==> config.mk <==
export PLATFORM = sky130hd
export DESIGN_NAME = interrupt_controller
export DESIGN_NICKNAME = d
export VERILOG_FILES = /design/src/rtl/interrupt_controller_pkg.sv /design/src/rtl/interrupt_controller_edge_detect.sv /design/src/rtl/interrupt_controller.sv
export SDC_FILE = /design/constraint.sdc
export NUM_CORES = 1
export LEC_CHECK = 0
export ABC_CLOCK_PERIOD_IN_PS = 3300
export CORE_MARGIN = 4
export CORE_UTILIZATION = 45
export CTS_CLUSTER_DIAMETER = 50
export CTS_CLUSTER_SIZE = 10
export DETAILED_ROUTE_END_ITERATION = 6
export PLACE_DENSITY_LB_ADDON = 0.05
export SLEW_MARGIN = 40
export SYNTH_ARGS = -nofsm -noshare
export SYNTH_HDL_FRONTEND = slang
export SYNTH_SLANG_ARGS = --single-unit
==> constraint.sdc <==
create_clock -name CLK -period 3.3 [get_ports CLK]
set_input_delay 0.66 -clock CLK [delete_from_list [all_inputs] [get_ports CLK]]
set_output_delay 0.66 -clock CLK [all_outputs]
set_load 0.02 [all_outputs]
==> src/rtl/interrupt_controller_pkg.sv <==
// Shared coprocessor constants for the interrupt controller.
// Holds the controller state encoding, the cause codes reported to the CPU,
// the source bit positions inside the pending vector, and the priority
// selector used when a request is raised.
package interrupt_controller_pkg;

    localparam int PC_W    = 16;
    localparam int NUM_SRC = 2;

    // Bit positions of each source inside the pending vector
    localparam int SRC_OVF  = 0;
    localparam int SRC_USER = 1;

    typedef enum logic [1:0] {
        ST_IDLE    = 2'd0,
        ST_REQ     = 2'd1,
        ST_SERVICE = 2'd2
    } state_t;

    // Cause codes are one-hot over the pending vector, so a latched cause
    // doubles as the mask of the pending bit it refers to.
    localparam logic [1:0] CAUSE_NONE = 2'b00;
    localparam logic [1:0] CAUSE_OVF  = 2'b01;
    localparam logic [1:0] CAUSE_USER = 2'b10;

    // Overflow outranks the user button.
    function automatic logic [1:0] pick_cause(input logic [NUM_SRC-1:0] pend);
        if (pend[SRC_OVF])
            return CAUSE_OVF;
        else if (pend[SRC_USER])
            return CAUSE_USER;
        else
            return CAUSE_NONE;
    endfunction

endpackage

==> src/rtl/interrupt_controller_edge_detect.sv <==
// edge_detect: single-source rising-edge detector.
// Ports:
//   clk  - system clock
//   rst  - asynchronous active-high reset
//   sig  - level input from the event source
//   rise - one-cycle high when sig goes 0 -> 1
// A source that is already high when reset releases is not treated as an
// event: detection only arms after the source has been seen low once.
module edge_detect (
    input  logic clk,
    input  logic rst,
    input  logic sig,
    output logic rise
);

    logic prev;
    logic armed;

    always_ff @(posedge clk or posedge rst) begin
        if (rst) begin
            prev  <= 1'b0;
            armed <= 1'b0;
        end else begin
            prev <= sig;
            if (!sig)
                armed <= 1'b1;
        end
    end

    assign rise = sig & ~prev & armed;

endmodule

==> src/rtl/interrupt_controller.sv <==
// interrupt_controller: two-source interrupt controller for the CPU
// coprocessor. Rising edges on overflow / userInput set sticky pending bits;
// an IDLE -> REQ -> SERVICE state machine raises irq, latches cause and epc,
// and returns to IDLE on reti.
// Ports:
//   CLK, Reset          - clock, asynchronous active-high reset
//   overflow, userInput - event sources (rising-edge detected)
//   interruptsEnabled   - global enable
//   pc                  - address of the instruction committing this cycle
//   irqAck, reti        - CPU handshake pulses
//   irq, mode           - request line, handler-mode flag
//   cause, epc          - latched cause code and exception PC
module interrupt_controller
    import interrupt_controller_pkg::*;
(
    input  logic            CLK,
    input  logic            Reset,
    input  logic            overflow,
    input  logic            userInput,
    input  logic            interruptsEnabled,
    input  logic [PC_W-1:0] pc,
    input  logic            irqAck,
    input  logic            reti,
    output logic            irq,
    output logic            mode,
    output logic [1:0]      cause,
    output logic [PC_W-1:0] epc
);

    state_t               state, state_nxt;
    logic [NUM_SRC-1:0]   pend, pend_nxt, pend_clr, rises;
    logic [1:0]           cause_r, cause_nxt;
    logic [PC_W-1:0]      epc_r, epc_nxt;

    edge_detect u_edge_ovf (
        .clk  (CLK),
        .rst  (Reset),
        .sig  (overflow),
        .rise (rises[SRC_OVF])
    );

    edge_detect u_edge_user (
        .clk  (CLK),
        .rst  (Reset),
        .sig  (userInput),
        .rise (rises[SRC_USER])
    );

    always_ff @(posedge CLK or posedge Reset) begin
        if (Reset) begin
            state   <= ST_IDLE;
            pend    <= '0;
            cause_r <= CAUSE_NONE;
            epc_r   <= '0;
        end else begin
            state   <= state_nxt;
            pend    <= pend_nxt;
            cause_r <= cause_nxt;
            epc_r   <= epc_nxt;
        end
    end

    always_comb begin
        state_nxt = state;
        cause_nxt = cause_r;
        epc_nxt   = epc_r;
        pend_clr  = '0;
        case (state)
            ST_IDLE: begin
                if (interruptsEnabled && (|pend)) begin
                    state_nxt = ST_REQ;
                    cause_nxt = pick_cause(pend);
                    epc_nxt   = pc;
                end
            end
            ST_REQ: begin
                // Acknowledge wins over a simultaneous enable drop.
                if (irqAck) begin
                    state_nxt = ST_SERVICE;
                    pend_clr  = cause_r;  // one-hot cause == pending mask
                end else if (!interruptsEnabled) begin
                    state_nxt = ST_IDLE;
                    cause_nxt = CAUSE_NONE;
                end
            end
            ST_SERVICE: begin
                if (reti) begin
                    state_nxt = ST_IDLE;
                    cause_nxt = CAUSE_NONE;
                end
            end
            default: begin
                state_nxt = ST_IDLE;
                cause_nxt = CAUSE_NONE;
            end
        endcase
        // A fresh edge in the clearing cycle keeps the bit set.
        pend_nxt = (pend & ~pend_clr) | rises;
    end

    assign irq   = (state == ST_REQ);
    assign mode  = (state == ST_SERVICE);
    assign cause = cause_r;
    assign epc   = epc_r;

endmodule

### After elaboration in Yosys (flattened, before gate mapping)

Index checks and enable logic that the tools add are counted.

| storage, ports and cells | value |
|---|---|
| register bits after elaboration | 26 |
| bits of input ports | 23 |
| output and inout port bits | 20 |
| word-level logic and storage cells | 42 |

| cells by class | value |
|---|---|
| equal/unequal tests | 7 |
| muxes and demuxes | 12 |
| bitwise gates (word level) | 9 |
| reductions and logical operators | 6 |

Operator list:

| kind | count |
|---|---|
| two-way mux 2 bit | 10 |
| case mux 2 bit (3 select lines) | 2 |
| inequality test 2 bit (second input constant) | 4 |
| AND 1 bit | 4 |
| AND reduction 4 bit | 1 |
| inequality test 3 bit (second input constant) | 1 |
| AND reduction 3 bit | 1 |
| AND 2 bit | 1 |
| == test 2 x 1 -> 1 bit (second input constant) | 1 |
| == test 2 bit (second input constant) | 1 |
| zero test 2 bit | 1 |
| NOT 1 bit | 2 |
| NOT 2 bit | 1 |
| bitwise OR 2 bit | 1 |
| AND reduction 2 bit | 1 |
| OR reduction 2 bit | 1 |
| logical AND 1 bit | 1 |

### Depth between registers and ports, before layout

| logic depth | value |
|---|---|
| word-level depth | 5 |
| depth in mapped cells | 5 |
| mapped depth without buffers | 3 |

### Cells and area by module

Synthesis repeated with hierarchy kept, for this count alone.

| second synthesis, totals | value |
|---|---|
| cell total of the unflattened synthesis | 72 |
| area, all modules | 1081.0 µm² |

Modules (own cells, without submodules):

| module | instances | cells each | area an instance (µm²) | seq. area each (µm²) |
|---|---|---|---|---|
| interrupt_controller | 1 | 62 | 943.4 | 550.5 |
| edge_detect | 2 | 5 | 68.8 | 50.0 |

### Worst setup path after synthesis

Ideal clock, no wire load.

| path | value |
|---|---|
| path type | input port to flip-flop |
| start | input interruptsEnabled |
| end | register epc_r[10] (netlist: epc[10]) |
| setup time | 0.125 ns |
| arrival time | 1.351 ns |
| required time | 3.175 ns |
| slack | 1.824 ns |
| stages on the path | 4 |
| path buffers | 2 |
| path through | o211a_1 -> buf_6 -> buf_12 -> mux2_4 |

| between the ends | value |
|---|---|
| cells in the longest elaborated chain, start to end | 2 |

Ends and longest elaborated chain:

| element | RTL line | source |
|---|---|---|
| start, declared | interrupt_controller.sv:20 | `input logic interruptsEnabled,` |
| logical AND 1 bit | interrupt_controller.sv:70 | `if (interruptsEnabled && (\|pend)) begin` |
| AND reduction 2 bit (no line) | -- |  |
| end signal, assigned | interrupt_controller.sv:59 | `epc_r <= epc_nxt;` |
| end, declared | interrupt_controller.sv:33 | `logic [PC_W-1:0] epc_r, epc_nxt;` |

Every way passes these cells.
A chain may end at the register's enable or synchronous reset.

### Worst setup path in the final report

| path | value |
|---|---|
| start | register state[0] |
| end | output irq |

| between the ends | value |
|---|---|
| cells in the longest elaborated chain, start to end | 1 |

Ends and longest elaborated chain:

| element | RTL line | source |
|---|---|---|
| start, declared | interrupt_controller.sv:30 | `state_t state, state_nxt;` |
| start signal, assigned | interrupt_controller.sv:56 | `state <= state_nxt;` |
| == test 2 x 1 -> 1 bit | interrupt_controller.sv:101 | `assign irq = (state == ST_REQ);` |
| end, declared | interrupt_controller.sv:24 | `output logic irq,` |

Every way passes these cells.

==> results.yml <==
grt:
  grt_max_degree: 27
  first_global_vias: 736
  grt_pass1_wl_um: 3260
  use_met2_pct: 21.5
  grt_busiest_layer: "met2"
  met3_usage_pct: 3.91
  grt-ovfl-total: 0
  use_met1_pct: 15.3
  antenna_found_initial: 0
  grt_use_total_pct: 12.8
setup_path:
  crit_path_end_kind: "primary output"
  cp-startpoint: "state[0]"
  rr_startpoint: "state[0]"
  start_kind: "flip-flop"
  crit_slowest_cell: "clkdlybuf4s50_1"
  critPathMaxFanout: 6
  crit_required_ns: 2.64
  crit_chain: "or2b_1, inv_1, clkdlybuf4s50_1"
  critPathKind: "reg2out"
  arrival_ns: 1.71
  cp_slowest_stage_delay_ns: 0.60
timing:
  tightest_slew_ns: 0.524
  finalSetupViolations: 0
  finClkSkew_ns: 0.00158
  slew_violations: 0
  hold_slack_ns: 0.441
  tns_ns: 0
  max_freq_mhz: 422
  rsz0062_at_grt: "no"
  fin_crit_sh_pct: 71.8
  hold_viol: 0
  maxSlewHeadroom_pct: 65.0
  period_needed_ns: 2.37
run_status:
  outcome: "completed"
clock_network:
  cts.path.max_buffers: 2
  clkSinkCount: 26
  worst_skew_pair.late_latency_ns: 0.31
  cts_tree: "done"
  clock-root-buffer: "clkbuf_4"
  postCtsHoldBufs: 0
  cts_buffers: 3
  cts-resized-gates: 0
  path_clk_slew_ns: 0.13
  htree_levels: 1
  cts_setup_buffers: 0
floorplanning:
  die-area_um2: 3220
  num_rows: 17
  core_area_um2: 2230
  start_util_pct: 47.9
  die_y_um: 56.8
  ioPinCount: 43
  die_w_um: 56.8
route:
  drcViolationCount: 0
  routed_wl_um: 1940
  ant_nets: 0
  drtPass1Iterations: 4
  avgRoutedWirePerCell_um: 13.3
  drt_iter0_drc: 5
  vias_per_cell: 5.01
  num_vias: 731
place:
  hpwl_um: 1470
  port_buffers: 42
  gp_congestion: 0.805
final_layout:
  drive_gt1_share_pct: 22.9
  layout.nets: 142
  finish.utilization_pct: 68.9
  antennaDiodeCount: 0
  syn_to_final_growth_pct: 43.7
  layout_commonest_cell: "clkdlybuf4s50_1"
  final_cell_mix: "clkdlybuf4s50_1, dfrtp_1, mux2_4"
  n_fill_cell: 175
synthesis:
  synth_seq_cells: 26
  synth_cell_types: 22
  synth_area_um2: 1070
  syn_nets: 96
  seq_area_frac_synth_pct: 60.8
  yosysWarnings: 0
  syn_area_per_cell_um2: 14.7
  syn_inst: 73
power:
  peakVddDrop_mv: 0.512
  p_leak_nw: 0.675
  p_total_mw: 1.38
  powerDensity_nw_per_um2: 899
worst_hold_path:
  hold_class: "reg2reg"
  worstHoldStart: "u_edge_user.prev"
run:
  max-cap-violations: 0
[layout make-up]
| cell class | count | area (um2) | area share, % |
|---|---|---|---|
| tap | 28 | 35.0 | 2.28 |
| sequential | 26 | 651 | 42.3 |
| clock buffer | 4 | 36.3 | 2.36 |
| inverter | 5 | 18.8 | 1.22 |
| multi-input combinational | 40 | 369 | 24.0 |
| timing repair buffer | 43 | 428 | 27.8 |
[kinds of logic after synthesis]
logic type	share of synthesized area [%]
flip-flops	60.8
buffers and inverters	4.68
AND/OR/NAND/NOR	6.20
AO/OA/AOI/OAI	8.30
multiplexers	20.0
[routing by layer]
metal,up-vias,share of wire (%)
li1,344,-
met1,356,44
met2,29,47
met3,2,8.7
met4,0,0.52
met5,-,0
[report_power, final]
group | leakage (nW) | switching [mW] | total, mW | internal [mW]
Combinational | 0.357 | 0.297 | 0.696 | 0.399
Clock | 0.0210 | 0.0856 | 0.153 | 0.0673
Sequential | 0.297 | 0.0854 | 0.533 | 0.447
[path summary, 6_finish.rpt]
kind	endpoint	slack, ns	cells after the start
worst max-delay path	irq	0.93	3
worst min-delay path	pend[1]	0.44	1
worst max register to register	epc[6]	1.59	4
worst min register to register	pend[1]	0.44	1
max in group asynchronous	epc[1]	2.26	2
min in group asynchronous	u_edge_ovf.prev	0.69	2
[synth_stat cells]
| cell type | n | share of area [%] |
|---|---|---|
| and2b_2 | 1 | 0.82 |
| o211a_1 | 1 | 0.94 |
| a32o_1 | 1 | 0.94 |
| a22o_2 | 1 | 0.94 |
| dfrtp_1 | 26 | 61 |
| or3b_2 | 1 | 0.82 |
| nand2_1 | 3 | 1.1 |
| nand2b_1 | 2 | 1.2 |
| inv_1 | 5 | 1.8 |
| or2b_1 | 1 | 0.70 |
| o21ai_0 | 5 | 2.3 |
| nor2_1 | 1 | 0.35 |
| buf_6 | 1 | 1.1 |
| mux2_4 | 9 | 13 |
| a21o_1 | 1 | 0.70 |
| mux2_2 | 7 | 7.4 |
| a21oi_1 | 2 | 0.94 |
| a31o_2 | 1 | 0.82 |
| a211oi_1 | 1 | 0.70 |
| buf_12 | 1 | 1.9 |
| nand3b_1 | 1 | 0.70 |
| nor2_2 | 1 | 0.59 |
[worst max-delay path, delay by kind of cell (launching register included)]
| family | cells | cell delay (ns) |
|---|---|---|
| buffers and inverters | 2 | 0.69 |
| and+or+nand+nor | 1 | 0.26 |
| DFF | 1 | 0.45 |
[registers in the layout, indices dropped and copies added, names as in the netlist]
register,flops
u_edge_user.armed,1
u_edge_user.prev,1
u_edge_ovf.prev,1
cause,2
u_edge_ovf.armed,1
pend,2
epc,16
state,2
[through the flow]
stage               setup WS [ns]  cell area (um2)  cells
floorplan                    1.82             1070     73
global placement            0.943             1500    142
detailed placement          0.885             1500    142
CTS                         0.899             1540    146
global route                0.832             1540    146
finish                      0.932             1540    146
Power figures use the tool's default switching activity.
